[src/rtl/vdp_vram_pkg.sv]
// rtl/vdp_vram_pkg.sv - shared encodings and default timing for the VRAM arbiter
// Contents:
//   owner_e : which requester owns the single outstanding SDRAM read
//   state_e : arbiter top-level state
//   DEF_*   : default timing for an 85.90908 MHz clock
package vdp_vram_pkg;

  typedef enum logic [1:0] {
    OWN_NONE = 2'd0,
    OWN_DISP = 2'd1,
    OWN_CPU  = 2'd2
  } owner_e;

  typedef enum logic {
    ST_INIT = 1'b0,
    ST_IDLE = 1'b1
  } state_e;

  localparam int DEF_SLOT_CYCLES      = 8;
  localparam int DEF_REFRESH_INTERVAL = 1280;  // ~14.9 us at 85.90908 MHz
  localparam int DEF_STARVE_LIMIT     = 4;

endpackage

[src/rtl/vdp_vram_arbiter_if.sv]
// rtl/vdp_vram_arbiter_if.sv - VRAM requester and SDRAM command bus bundle
// Ports (slave = arbiter view):
//   sdram_init_busy                                   in
//   disp_address/disp_valid -> disp_ready             display read request
//   disp_rdata/disp_rdata_en                          display read return
//   cpu_address/write/valid/wdata/wdata_mask -> ready CPU request
//   cpu_rdata/cpu_rdata_en                            CPU read return
//   sdram_address/valid/write/refresh/wdata/mask      command to ip_sdram
//   sdram_rdata/sdram_rdata_en                        read data from ip_sdram
interface vdp_vram_arbiter_if;
  logic        sdram_init_busy;
  logic [20:0] disp_address;
  logic        disp_valid;
  logic        disp_ready;
  logic [31:0] disp_rdata;
  logic        disp_rdata_en;
  logic [20:0] cpu_address;
  logic        cpu_write;
  logic        cpu_valid;
  logic        cpu_ready;
  logic [31:0] cpu_wdata;
  logic [3:0]  cpu_wdata_mask;
  logic [31:0] cpu_rdata;
  logic        cpu_rdata_en;
  logic [20:0] sdram_address;
  logic        sdram_valid;
  logic        sdram_write;
  logic        sdram_refresh;
  logic [31:0] sdram_wdata;
  logic [3:0]  sdram_wdata_mask;
  logic [31:0] sdram_rdata;
  logic        sdram_rdata_en;

  modport slave (
    input  sdram_init_busy, disp_address, disp_valid, cpu_address, cpu_write,
           cpu_valid, cpu_wdata, cpu_wdata_mask, sdram_rdata, sdram_rdata_en,
    output disp_ready, disp_rdata, disp_rdata_en, cpu_ready, cpu_rdata,
           cpu_rdata_en, sdram_address, sdram_valid, sdram_write, sdram_refresh,
           sdram_wdata, sdram_wdata_mask
  );

  modport master (
    output sdram_init_busy, disp_address, disp_valid, cpu_address, cpu_write,
           cpu_valid, cpu_wdata, cpu_wdata_mask, sdram_rdata, sdram_rdata_en,
    input  disp_ready, disp_rdata, disp_rdata_en, cpu_ready, cpu_rdata,
           cpu_rdata_en, sdram_address, sdram_valid, sdram_write, sdram_refresh,
           sdram_wdata, sdram_wdata_mask
  );
endinterface

[src/rtl/vdp_vram_refresh_timer.sv]
// rtl/vdp_vram_refresh_timer.sv - refresh interval counter with saturating pending count
// Ports:
//   clk, reset     : clock, synchronous active-high reset
//   enable         : counter runs only while high
//   dec            : a refresh was granted this cycle
//   pending_count  : refreshes owed, 0..3
module vdp_vram_refresh_timer
  import vdp_vram_pkg::*;
#(
  parameter int REFRESH_INTERVAL = DEF_REFRESH_INTERVAL
) (
  input  logic       clk,
  input  logic       reset,
  input  logic       enable,
  input  logic       dec,
  output logic [1:0] pending_count
);
  localparam int CNT_W = $clog2(REFRESH_INTERVAL);
  localparam logic [CNT_W-1:0] CNT_LAST = CNT_W'(REFRESH_INTERVAL - 1);

  logic [CNT_W-1:0] cnt_q, cnt_d;
  logic [1:0]       pend_q, pend_d;
  logic             wrap;
  logic             take;

  assign wrap = enable && (cnt_q == CNT_LAST);
  assign take = dec && (pend_q != 2'd0);

  always_comb begin
    cnt_d  = cnt_q;
    pend_d = pend_q;
    if (enable) cnt_d = wrap ? '0 : cnt_q + CNT_W'(1);
    // A wrap coinciding with a granted refresh leaves the count untouched,
    // even at saturation.
    if (wrap && !take && (pend_q != 2'd3)) pend_d = pend_q + 2'd1;
    else if (take && !wrap)                pend_d = pend_q - 2'd1;
  end

  always_ff @(posedge clk) begin
    if (reset) begin
      cnt_q  <= '0;
      pend_q <= 2'd0;
    end else begin
      cnt_q  <= cnt_d;
      pend_q <= pend_d;
    end
  end

  assign pending_count = pend_q;
endmodule

[src/rtl/vdp_vram_arbiter.sv]
// rtl/vdp_vram_arbiter.sv - slot-based arbiter of display, CPU and refresh onto ip_sdram
// Ports:
//   clk   : system clock (85.90908 MHz)
//   reset : synchronous active-high reset
//   bus   : requester / SDRAM bundle, slave modport (see vdp_vram_arbiter_if)
module vdp_vram_arbiter
  import vdp_vram_pkg::*;
#(
  parameter int SLOT_CYCLES      = DEF_SLOT_CYCLES,
  parameter int REFRESH_INTERVAL = DEF_REFRESH_INTERVAL,
  parameter int STARVE_LIMIT     = DEF_STARVE_LIMIT
) (
  input logic               clk,
  input logic               reset,
  vdp_vram_arbiter_if.slave bus
);
  localparam int SLOT_W   = $clog2(SLOT_CYCLES + 1);
  localparam int STARVE_W = $clog2(STARVE_LIMIT + 1);
  localparam logic [SLOT_W-1:0]   SLOT_LOAD  = SLOT_W'(SLOT_CYCLES - 1);
  localparam logic [STARVE_W-1:0] STARVE_MAX = STARVE_W'(STARVE_LIMIT);

  state_e              state_q, state_d;
  owner_e              owner_q, owner_d;
  logic [SLOT_W-1:0]   slot_q, slot_d;
  logic [STARVE_W-1:0] starve_q, starve_d;

  logic        sdram_valid_q, sdram_valid_d;
  logic        sdram_refresh_q, sdram_refresh_d;
  logic        sdram_write_q, sdram_write_d;
  logic [20:0] sdram_address_q, sdram_address_d;
  logic [31:0] sdram_wdata_q, sdram_wdata_d;
  logic [3:0]  sdram_wdata_mask_q, sdram_wdata_mask_d;
  logic        disp_ready_q, disp_ready_d;
  logic        cpu_ready_q, cpu_ready_d;
  logic [31:0] disp_rdata_q, disp_rdata_d;
  logic        disp_rdata_en_q, disp_rdata_en_d;
  logic [31:0] cpu_rdata_q, cpu_rdata_d;
  logic        cpu_rdata_en_q, cpu_rdata_en_d;

  logic [1:0] ref_count;
  logic       ref_pending;
  logic       slot_open;
  logic       read_free;
  logic       disp_elig;
  logic       cpu_elig;
  logic       grant_ref;
  logic       grant_cpu_starved;
  logic       grant_disp;
  logic       grant_cpu;

  vdp_vram_refresh_timer #(
    .REFRESH_INTERVAL (REFRESH_INTERVAL)
  ) u_refresh_timer (
    .clk           (clk),
    .reset         (reset),
    .enable        (state_q != ST_INIT),
    .dec           (grant_ref),
    .pending_count (ref_count)
  );

  assign ref_pending = (ref_count != 2'd0);
  assign slot_open   = (state_q == ST_IDLE) && !bus.sdram_init_busy && (slot_q == '0);
  // Only one read may be in flight, so reads wait until the owner is released.
  assign read_free   = (owner_q == OWN_NONE);
  assign disp_elig   = bus.disp_valid && read_free;
  assign cpu_elig    = bus.cpu_valid && (bus.cpu_write || read_free);

  assign grant_ref         = slot_open && ref_pending;
  assign grant_cpu_starved = slot_open && !ref_pending && cpu_elig && (starve_q == STARVE_MAX);
  assign grant_disp        = slot_open && !ref_pending && !grant_cpu_starved && disp_elig;
  assign grant_cpu         = grant_cpu_starved ||
                             (slot_open && !ref_pending && !disp_elig && cpu_elig);

  always_comb begin
    state_d            = state_q;
    owner_d            = owner_q;
    slot_d             = slot_q;
    starve_d           = starve_q;
    sdram_valid_d      = 1'b0;
    sdram_refresh_d    = 1'b0;
    sdram_write_d      = sdram_write_q;
    sdram_address_d    = sdram_address_q;
    sdram_wdata_d      = sdram_wdata_q;
    sdram_wdata_mask_d = sdram_wdata_mask_q;
    disp_ready_d       = 1'b0;
    cpu_ready_d        = 1'b0;
    disp_rdata_d       = disp_rdata_q;
    disp_rdata_en_d    = 1'b0;
    cpu_rdata_d        = cpu_rdata_q;
    cpu_rdata_en_d     = 1'b0;

    case (state_q)
      ST_INIT: if (!bus.sdram_init_busy) state_d = ST_IDLE;
      ST_IDLE: if (bus.sdram_init_busy)  state_d = ST_INIT;
      default: state_d = ST_INIT;
    endcase

    if (slot_q != '0) slot_d = slot_q - SLOT_W'(1);

    // Read return is routed regardless of state; data with no owner is dropped.
    if (bus.sdram_rdata_en && (owner_q != OWN_NONE)) begin
      if (owner_q == OWN_DISP) begin
        disp_rdata_d    = bus.sdram_rdata;
        disp_rdata_en_d = 1'b1;
      end else begin
        cpu_rdata_d    = bus.sdram_rdata;
        cpu_rdata_en_d = 1'b1;
      end
      owner_d = OWN_NONE;
    end

    if (grant_ref) begin
      sdram_refresh_d = 1'b1;
      sdram_write_d   = 1'b0;
      slot_d          = SLOT_LOAD;
    end else if (grant_disp) begin
      sdram_valid_d   = 1'b1;
      sdram_write_d   = 1'b0;
      sdram_address_d = bus.disp_address;
      disp_ready_d    = 1'b1;
      owner_d         = OWN_DISP;
      slot_d          = SLOT_LOAD;
    end else if (grant_cpu) begin
      sdram_valid_d      = 1'b1;
      sdram_write_d      = bus.cpu_write;
      sdram_address_d    = bus.cpu_address;
      sdram_wdata_d      = bus.cpu_wdata;
      sdram_wdata_mask_d = bus.cpu_wdata_mask;
      cpu_ready_d        = 1'b1;
      if (!bus.cpu_write) owner_d = OWN_CPU;
      slot_d = SLOT_LOAD;
    end

    if (!bus.cpu_valid || grant_cpu)                  starve_d = '0;
    else if (grant_disp && (starve_q != STARVE_MAX))  starve_d = starve_q + STARVE_W'(1);
  end

  always_ff @(posedge clk) begin
    if (reset) begin
      state_q            <= ST_INIT;
      owner_q            <= OWN_NONE;
      slot_q             <= '0;
      starve_q           <= '0;
      sdram_valid_q      <= 1'b0;
      sdram_refresh_q    <= 1'b0;
      sdram_write_q      <= 1'b0;
      sdram_address_q    <= '0;
      sdram_wdata_q      <= '0;
      sdram_wdata_mask_q <= '0;
      disp_ready_q       <= 1'b0;
      cpu_ready_q        <= 1'b0;
      disp_rdata_q       <= '0;
      disp_rdata_en_q    <= 1'b0;
      cpu_rdata_q        <= '0;
      cpu_rdata_en_q     <= 1'b0;
    end else begin
      state_q            <= state_d;
      owner_q            <= owner_d;
      slot_q             <= slot_d;
      starve_q           <= starve_d;
      sdram_valid_q      <= sdram_valid_d;
      sdram_refresh_q    <= sdram_refresh_d;
      sdram_write_q      <= sdram_write_d;
      sdram_address_q    <= sdram_address_d;
      sdram_wdata_q      <= sdram_wdata_d;
      sdram_wdata_mask_q <= sdram_wdata_mask_d;
      disp_ready_q       <= disp_ready_d;
      cpu_ready_q        <= cpu_ready_d;
      disp_rdata_q       <= disp_rdata_d;
      disp_rdata_en_q    <= disp_rdata_en_d;
      cpu_rdata_q        <= cpu_rdata_d;
      cpu_rdata_en_q     <= cpu_rdata_en_d;
    end
  end

  assign bus.sdram_valid      = sdram_valid_q;
  assign bus.sdram_refresh    = sdram_refresh_q;
  assign bus.sdram_write      = sdram_write_q;
  assign bus.sdram_address    = sdram_address_q;
  assign bus.sdram_wdata      = sdram_wdata_q;
  assign bus.sdram_wdata_mask = sdram_wdata_mask_q;
  assign bus.disp_ready       = disp_ready_q;
  assign bus.cpu_ready        = cpu_ready_q;
  assign bus.disp_rdata       = disp_rdata_q;
  assign bus.disp_rdata_en    = disp_rdata_en_q;
  assign bus.cpu_rdata        = cpu_rdata_q;
  assign bus.cpu_rdata_en     = cpu_rdata_en_q;
endmodule
[src/flat_wrapper.sv]
// flat-port wrapper written by rule: the top's interface ports become plain ports
module vdp_vram_arbiter_flat import vdp_vram_pkg::*;
#(
  parameter int SLOT_CYCLES      = DEF_SLOT_CYCLES,
  parameter int REFRESH_INTERVAL = DEF_REFRESH_INTERVAL,
  parameter int STARVE_LIMIT     = DEF_STARVE_LIMIT
)
  (clk, reset, bus_sdram_init_busy, bus_disp_address, bus_disp_valid, bus_cpu_address, bus_cpu_write, bus_cpu_valid, bus_cpu_wdata, bus_cpu_wdata_mask, bus_sdram_rdata, bus_sdram_rdata_en, bus_disp_ready, bus_disp_rdata, bus_disp_rdata_en, bus_cpu_ready, bus_cpu_rdata, bus_cpu_rdata_en, bus_sdram_address, bus_sdram_valid, bus_sdram_write, bus_sdram_refresh, bus_sdram_wdata, bus_sdram_wdata_mask);
  vdp_vram_arbiter_if bus_i ();
  input logic clk;
  input logic reset;
  input wire logic [$bits(bus_i.sdram_init_busy)-1:0] bus_sdram_init_busy;
  input wire logic [$bits(bus_i.disp_address)-1:0] bus_disp_address;
  input wire logic [$bits(bus_i.disp_valid)-1:0] bus_disp_valid;
  input wire logic [$bits(bus_i.cpu_address)-1:0] bus_cpu_address;
  input wire logic [$bits(bus_i.cpu_write)-1:0] bus_cpu_write;
  input wire logic [$bits(bus_i.cpu_valid)-1:0] bus_cpu_valid;
  input wire logic [$bits(bus_i.cpu_wdata)-1:0] bus_cpu_wdata;
  input wire logic [$bits(bus_i.cpu_wdata_mask)-1:0] bus_cpu_wdata_mask;
  input wire logic [$bits(bus_i.sdram_rdata)-1:0] bus_sdram_rdata;
  input wire logic [$bits(bus_i.sdram_rdata_en)-1:0] bus_sdram_rdata_en;
  output wire logic [$bits(bus_i.disp_ready)-1:0] bus_disp_ready;
  output wire logic [$bits(bus_i.disp_rdata)-1:0] bus_disp_rdata;
  output wire logic [$bits(bus_i.disp_rdata_en)-1:0] bus_disp_rdata_en;
  output wire logic [$bits(bus_i.cpu_ready)-1:0] bus_cpu_ready;
  output wire logic [$bits(bus_i.cpu_rdata)-1:0] bus_cpu_rdata;
  output wire logic [$bits(bus_i.cpu_rdata_en)-1:0] bus_cpu_rdata_en;
  output wire logic [$bits(bus_i.sdram_address)-1:0] bus_sdram_address;
  output wire logic [$bits(bus_i.sdram_valid)-1:0] bus_sdram_valid;
  output wire logic [$bits(bus_i.sdram_write)-1:0] bus_sdram_write;
  output wire logic [$bits(bus_i.sdram_refresh)-1:0] bus_sdram_refresh;
  output wire logic [$bits(bus_i.sdram_wdata)-1:0] bus_sdram_wdata;
  output wire logic [$bits(bus_i.sdram_wdata_mask)-1:0] bus_sdram_wdata_mask;
  assign bus_i.sdram_init_busy = bus_sdram_init_busy;
  assign bus_i.disp_address = bus_disp_address;
  assign bus_i.disp_valid = bus_disp_valid;
  assign bus_i.cpu_address = bus_cpu_address;
  assign bus_i.cpu_write = bus_cpu_write;
  assign bus_i.cpu_valid = bus_cpu_valid;
  assign bus_i.cpu_wdata = bus_cpu_wdata;
  assign bus_i.cpu_wdata_mask = bus_cpu_wdata_mask;
  assign bus_i.sdram_rdata = bus_sdram_rdata;
  assign bus_i.sdram_rdata_en = bus_sdram_rdata_en;
  assign bus_disp_ready = bus_i.disp_ready;
  assign bus_disp_rdata = bus_i.disp_rdata;
  assign bus_disp_rdata_en = bus_i.disp_rdata_en;
  assign bus_cpu_ready = bus_i.cpu_ready;
  assign bus_cpu_rdata = bus_i.cpu_rdata;
  assign bus_cpu_rdata_en = bus_i.cpu_rdata_en;
  assign bus_sdram_address = bus_i.sdram_address;
  assign bus_sdram_valid = bus_i.sdram_valid;
  assign bus_sdram_write = bus_i.sdram_write;
  assign bus_sdram_refresh = bus_i.sdram_refresh;
  assign bus_sdram_wdata = bus_i.sdram_wdata;
  assign bus_sdram_wdata_mask = bus_i.sdram_wdata_mask;
  vdp_vram_arbiter #(.SLOT_CYCLES(SLOT_CYCLES), .REFRESH_INTERVAL(REFRESH_INTERVAL), .STARVE_LIMIT(STARVE_LIMIT)) u_core (.clk(clk), .reset(reset), .bus(bus_i));
endmodule
[config.mk]
export PLATFORM = sky130hd
export DESIGN_NAME = vdp_vram_arbiter_flat
export DESIGN_NICKNAME = d
export VERILOG_FILES = /design/src/rtl/vdp_vram_pkg.sv /design/src/rtl/vdp_vram_arbiter_if.sv /design/src/rtl/vdp_vram_refresh_timer.sv /design/src/rtl/vdp_vram_arbiter.sv /design/src/flat_wrapper.sv
export SDC_FILE = /design/constraint.sdc
export NUM_CORES = 1
export LEC_CHECK = 0
export ABC_CLOCK_PERIOD_IN_PS = 1870
export CAP_MARGIN = 20
export CORE_MARGIN = 4
export CORE_UTILIZATION = 39
export DETAILED_ROUTE_END_ITERATION = 6
export PLACE_DENSITY = 0.75
export SYNTH_ARGS = -nofsm -noshare
export SYNTH_HDL_FRONTEND = slang
export SYNTH_HIERARCHICAL = 1
export SYNTH_SLANG_ARGS = --single-unit
[constraint.sdc]
create_clock -name clk -period 1.87 [get_ports clk]
set_clock_uncertainty 0.05 [all_clocks]
set_input_delay 0.561 -clock clk [delete_from_list [all_inputs] [get_ports clk]]
set_output_delay 0.561 -clock clk [all_outputs]
set_load 0.05 [all_outputs]
==> qor.txt, run 1 <==
multiplexer share of the synthesized area = 3.87%
height of the chip = 132 um
delay-heaviest family, CP = simple AND/OR/NAND/NOR gates
violated checks = negative setup slack
Post-Synth Simple-Gate Area = 18.8%
Seq cells post-synth = 151
largest family of logic cells by synthesized area = compound AO/OA/AOI/OAI gates
Crit path buffers/inverters = 2
Post-Syn Nets = 821
CTS tree = done
startpoint types = flop
I/O Buffers = 244
status = finished with violations
via count = 5,917
Synth Instances = 699
compound-cell area share of the yosys netlist = 19.1%
r2r setup slk = -3 ps
Pwr Total = 8.79 mW
pwr dens = 920 nW/um2
most common cell after layout, fill and taps aside = buf_4
Starting Density = 40.3%
combinational fraction of design power = 19.2%
hold depth = 2
share of total power in the clock network = 42.0%
Final Max Slew Viols = 0
Peak VDD IR = 0.680 mV
cell row count = 44
fmax = 534 MHz
H-tree levels = 4
Longest Clk Path Bufs = 2
Total Die Area = 17,300 um2
syn avg cell area = 8.51 um2
largest net degree at the start of global routing = 53
Synth area leader = dfxtp_1
# diodes = 0
Yosys top cell area share = 50.8%
signal arrival time at the worst endpoint = 2140 ps
clk slew on worst S/H paths = 60 ps
Synth Area in XOR/XNOR = 1.62%
Final Cell Area = 9560 um2
Syn-to-layout area delta = 60.6%
Critical Path Source = u_core/slot_q[1]
Detailed Route Iter0 Violations = 253
clk_lat worst skew = 420 ps
slowest CP cell = dfxtp_2
total core area = 14,800 um2
Final WS setup = -3.34 ps
Hold Crit Class = flop to flop
synth unique cells = 50
CP Capture Type = flop
adder-cell share of the synthesized area = 1.05%
P_leak = 3.75 nW
final cycle utilization of the critical path = 100%
Psw = 2.35 mW
Mapped Area = 5950 um2
Internal = 6.44 mW
RSZ-0062 raised after global routing = yes
CTS Sinks = 151
root buf cell = clkbuf_16
grt ovf = 0
Antenna Violating Nets Remaining = 0
DRT Wirelength = 18.6 mm
vias in the first global route = 5,527
first-pass GRT wire length = 28.5 mm
DPL Wire Length = 12.5 mm
Hold-fix buffers, CTS = 0
WP data required = 2140 ps
Final Hold Fails = 0
# IOs = 245
switching share of total power = 26.7%
Die W = 132 um
Final min period = 1870 ps
WHS Endpoint = u_core/bus.cpu_rdata[14]
RR Startpoint = u_core/slot_q[1]
share of layout cells above drive strength 1 = 27.0%
sequential fraction of design power = 38.9%
detailed-route DRC error count = 0
Inserted Clock Buffers = 17
Overall Global Routing Usage = 19.9%
GPL Wtd Cong = 0.774
Tightest Pin Transition = 417 ps
initial antenna violation count = 0
most frequent cells in the layout = buf_4 (167), dfxtp_1 (150), nand2_1 (138), a21oi_1 (119), clkdlybuf4s50_1 (113)
crit-path max FO = 5
CP Cell Sequence = inv_2 > ha_4 > nor3b_4 > nand3b_1 > or2_4 > inv_4 > nor3b_2 > nand4_1 > o31ai_2 > a2111oi_2
crit path kind = flop to flop
yosys warns = 6
First-pass DRT Iterations = 7
final number of setup-violating endpoints = 1
register area share after synthesis = 50.8%
Area contributors post-synth = dfxtp_1 (51%), a21oi_1 (11%), nand2_1 (8.7%)
fill cell count = 1,271
Hold WS = 403 ps
hold_sp = u_core/bus.cpu_rdata[14]
Via-to-Cell Ratio = 5.08
Reg2Reg Depth = 10
CP max stage delay = 320 ps
R2R Path End = u_core/u_refresh_timer/pending_count[0]
Max-slew headroom = 72.2%
maxcap violations = 0
DR WL/cell = 16.0 um
post-placement cell area = 8640 um2
Final nets = 1,090
[final cells by class]
cell class	count	area (um2)	share of cell area, %
Clock buffer	19	443	4.63
Multi-Input combinational cell	482	2780	29.0
Inverter	11	43.8	0.458
Tap cell	184	230	2.41
Timing Repair Buffer	305	2850	29.8
Clock inverter	13	193	2.02
Sequential cell	151	3020	31.6
[flip-flops by register name, indices dropped and copies added, names as in the netlist]
register	cells
u_core/bus.cpu_rdata_en	1
u_core/bus.sdram_valid	1
u_core/bus.disp_rdata	32
u_core/bus.sdram_write	1
u_core/bus.sdram_wdata	32
u_core/u_refresh_timer/cnt_q	11
u_core/owner_q	2
u_core/bus.disp_ready	1
u_core/starve_q	3
u_core/bus.sdram_wdata_mask	4
u_core/u_refresh_timer/pending_count	2
u_core/state_q	1
u_core/bus.cpu_ready	1
u_core/bus.sdram_refresh	1
u_core/slot_q	4
u_core/bus.cpu_rdata	32
u_core/bus.sdram_address	21
u_core/bus.disp_rdata_en	1
[stage by stage]
step | worst slack [ps] | cells | util (%) | TNS (ps)
after floorplan | -1.73 | 699 | - | -3.12
after CTS | 9.73 | 1157 | 63.3 | 0
after global routing | -99.1 | 1165 | 64.8 | -313
after global placement | -477 | 1119 | 58.6 | -30250
after detailed placement | -513 | 1119 | 58.6 | -32460
final | -3.34 | 1165 | 64.8 | -3.34
[power by group through the flow]
stage,registers (mW),clock network (mW),logic [mW]
6_report,3.42,3.69,1.69
3_5_place_dp,3.48,0,1.53
5_1_grt,3.43,3.88,1.81
4_1_cts,3.42,3.75,1.60
2_1_floorplan,3.72,0,0.590
3_3_place_gp,3.48,0,1.52
[Yosys cell counts (all sizes together)]
cell type  count
a211oi        24
nand2        138
a2111oi        2
and4           1
inv           10
a21oi        127
o31ai          1
nor2b          4
nand3         40
and3           4
mux2i         23
a2bb2oi        1
and4bb         1
xnor2          3
o21ai         40
or2            2
dfxtp        151
or3b           1
o21ba          1
clkbuf        36
nor2          18
a211o          1
nand4          7
nand3b         3
or3            2
a41o           1
nor3           4
a31oi          3
buf           19
nor3b          4
and2           3
clkinv         1
xor2           8
nand2b         4
ha             5
nor4           3
o221a          1
nor4b          1
o21bai         1
[timing repair]
item	4_1_cts	5_1_grt
buffers inserted	6	4
endpoints found under the setup margin	6	60
resized for setup	5	32
endpoints found under the hold margin	0	0
gates cloned	0	4
pin swaps	5	9
[worst register-to-register path, stage by stage, from the launching register on]
cell       delay, ps
dfxtp_2          320
inv_2             70
ha_4             130
nor3b_4          210
nand3b_1         140
or2_4            260
inv_4             70
nor3b_2           50
nand4_1          110
o31ai_2           80
a2111oi_2        260
[worst max-delay path by stage]
| stage | to | slack, ps | cells after the start |
|---|---|---|---|
| floorplan | u_core/u_refresh_timer/pending_count[0] | -2 | 10 |
| global placement | u_core/starve_q[2] | -480 | 5 |
| detailed placement | u_core/starve_q[2] | -510 | 5 |
| CTS | u_core/starve_q[2] | 10 | 5 |
| global route | u_core/u_refresh_timer/pending_count[0] | -100 | 10 |
| finish | u_core/u_refresh_timer/pending_count[0] | -3 | 10 |
[cell families after synthesis]
kind of cell,count (synthesis)
mux,23
fa+ha+maj,5
simple gates,240
xor+xnor,11
flops,151
compound gates,203
buf+inv,66
[metal layers]
metal / track usage (%) / vias to the layer above / share of wire, %
met4: 7.23 / 0 / 1.7
met3: 6.35 / 25 / 7.0
met2: 34.2 / 176 / 51
met5: 0 / - / 0
met1: 23.4 / 2759 / 41
li1: - / 2957 / -
Power figures use the tool's default switching activity.
==> run 2, diff against run 1 <==
--- a/config.mk
+++ b/config.mk
@@ -10,6 +10,7 @@
 export CORE_MARGIN = 4
 export CORE_UTILIZATION = 39
 export DETAILED_ROUTE_END_ITERATION = 6
+export GPL_TIMING_DRIVEN = 0
 export PLACE_DENSITY = 0.75
 export SYNTH_ARGS = -nofsm -noshare
 export SYNTH_HDL_FRONTEND = slang
==> run 2 against run 1 <==
Compared with the run above:
- the run still ends with negative setup slack left
- critical endpoint is now u_core/starve_q[2]
- clock power down 11%
- global-route usage grew 1.7 points
- sequential share of layout area shrank 1.0 points
- register-to-register slack worse by 50 ps
- cell count increased by 1.2%
- setup slack lost 53 ps
- non-clock buffer count grew 17
- power down 3.6%
- sequential cell count did not move
- largest power group is now sequential cells
- wire length increased by 6.8%
- sequential power is essentially flat
- worst hold slack worse by 0.55 ps
==> qor.txt, run 2 (same netlist as run 1, synthesis figures left out) <==
CTS Sinks = 151 (unchanged)
DRT Wirelength = 19.9 mm (+6.8%)
H-tree levels = 4 (unchanged)
slowest CP cell = or3_4
final number of setup-violating endpoints = 7 (+6)
Max-slew headroom = 53.3% (-19 points)
# diodes = 0 (unchanged)
Inserted Clock Buffers = 17 (unchanged)
Longest Clk Path Bufs = 2 (unchanged)
DR WL/cell = 16.9 um (+5.5%)
clk_lat worst skew = 410 ps (about the same)
Peak VDD IR = 0.696 mV (+2.3%)
most common cell after layout, fill and taps aside = dfxtp_1
pwr dens = 858 nW/um2 (-6.8%)
Final Cell Area = 9880 um2 (+3.4%)
Hold WS = 402 ps (-0.552 ps)
# IOs = 245 (unchanged)
Via-to-Cell Ratio = 5.13 (+1.1%)
post-placement cell area = 8630 um2 (-0.12%)
clk slew on worst S/H paths = 60 ps (about the same)
Tightest Pin Transition = 700 ps (+283 ps)
Total Die Area = 17,300 um2 (unchanged)
Antenna Violating Nets Remaining = 0 (unchanged)
initial antenna violation count = 0 (unchanged)
total core area = 14,800 um2 (unchanged)
Final nets = 1,107 (+1.6%)
Pwr Total = 8.48 mW (-3.6%)
maxcap violations = 0 (unchanged)
Final WS setup = -56.6 ps (-53.2 ps)
share of layout cells above drive strength 1 = 26.6% (-0.38 points)
First-pass DRT Iterations = 4 (-3)
dpl cells = 1,126 (+0.63%)
Syn-to-layout area delta = 66.1%
crit-path max FO = 4 (-1)
Setup TNS Final = -171 ps (-167 ps)
root buf cell = clkbuf_16
Starting Density = 40.3% (unchanged)
startpoint types = flop
WP data required = 2130 ps (about the same)
I/O Buffers = 243 (-0.41%)
final std cells w/o fill = 1,179 (+1.2%)
fill cell count = 1,220 (-4.0%)
CTS tree = done
RSZ-0062 raised after global routing = yes
signal arrival time at the worst endpoint = 2190 ps (+50 ps)
largest net degree at the start of global routing = 17 (-68%)
Die W = 132 um (unchanged)
GPL Wtd Cong = 0.806 (+4.2%)
status = finished with violations
Final Hold Fails = 0 (unchanged)
via count = 6,052 (+2.3%)
Metal-1 WL = 8.08 mm (+6.6%)
Detailed Route Iter0 Violations = 249 (-1.6%)
pre-CTS setup slack = -763 ps (-250 ps)
crit path kind = flop to flop
Overall Global Routing Usage = 21.6% (+1.7 points)
final design utilization = 67.0% (+2.2 points)
Met2 Wirelength = 9.85 mm (+4.5%)
WL met3 = 1.51 mm (+16%)
detailed-route DRC error count = 0 (unchanged)
grt ovf = 0 (unchanged)
violated checks = negative setup slack
CP max stage delay = 360 ps (+40 ps)
CP Cell Sequence = inv_2 > ha_4 > nor3b_4 > buf_4 > buf_6 > nand4_4 > or3_4 > a2111oi_4
height of the chip = 132 um (unchanged)
Hold-fix buffers, CTS = 0 (unchanged)
DPL Wire Length = 14.0 mm (+12%)
most frequent cells in the layout = dfxtp_1 (147), nand2_1 (136), clkdlybuf4s15_2 (122), a21oi_1 (121), clkdlybuf4s50_1 (113)
final cycle utilization of the critical path = 103% (+2.8 points)
CP Capture Type = flop
Hold Crit Class = flop to flop
P_leak = 3.46 nW (-7.7%)
top routing layer in use = met4
Final Max Slew Viols = 0 (unchanged)
Final min period = 1930 ps (+53.2 ps)
cell row count = 44 (unchanged)
fmax = 519 MHz (-2.8%)
first-pass GRT wire length = 30.4 mm (+6.7%)
vias in the first global route = 5,774 (+4.5%)
-- run 2: changes by cell type in the layout (fill, tap and decap cells not counted), sizes merged --
cell / previous run / this run
dlymetal6s2s: 2 / 1
dlygate4sd2: 0 / 1
clkinv: 3 / 6
inv: 15 / 10
clkdlybuf4s15: 0 / 123
buf: 187 / 48
bufinv: 4 / 2
clkbuf: 22 / 56
-- run 2: area by class of cell --
| cell class | count | area (um2) | area share, % |
|---|---|---|---|
| plain buffers | 54 | 352 | 3.56 |
| clock buffers | 20 | 457 | 4.62 |
| clock inverters | 9 | 104 | 1.05 |
| inverters | 11 | 48.8 | 0.494 |
| multi-input cells | 482 | 2860 | 28.9 |
| flip-flops and latches | 151 | 3030 | 30.6 |
| well taps | 184 | 230 | 2.33 |
| repair buffers | 268 | 2810 | 28.4 |
-- run 2: routing by layer --
metal,GRT usage (%),vias to the layer above
met5,0,-
met4,7.00,0
met3,8.33,36
met2,35.9,196
met1,25.8,2836
li1,-,2984
-- run 2: final timing paths --
kind / startpoint / end / slack, ps / cells after the start
max: u_core/slot_q[1] / u_core/starve_q[2] / -60 / 8
min: u_core/bus.cpu_rdata[29] / u_core/bus.cpu_rdata[29] / 400 / 2
max reg2reg: u_core/slot_q[1] / u_core/starve_q[2] / -60 / 8
min reg2reg: u_core/bus.cpu_rdata[29] / u_core/bus.cpu_rdata[29] / 400 / 2
-- run 2: worst max-delay path: cells and delay by family (launching register included) --
family	cells	cell delay (ps)
flip-flops	1	320
AND/OR/NAND/NOR	3	690
buffers and inverters	3	360
adder cells (fa/ha/maj)	1	130
AO/OA/AOI/OAI	1	290
-- run 2: timing repair --
| item | in CTS | in global routing |
|---|---|---|
| setup buffers | 14 | 9 |
| pin swaps | 10 | 23 |
| resized for setup | 415 | 104 |
| cloned | 0 | 2 |
| setup endpoints to repair | 226 | 119 |
-- run 2: report_power, final --
group	switching [mW]	internal (mW)	total, mW	leakage [nW]
clock network	1.28	2.00	3.28	0.273
registers	0.0880	3.34	3.43	1.22
logic	0.915	0.851	1.77	1.97
total	2.28	6.19	8.48	3.46
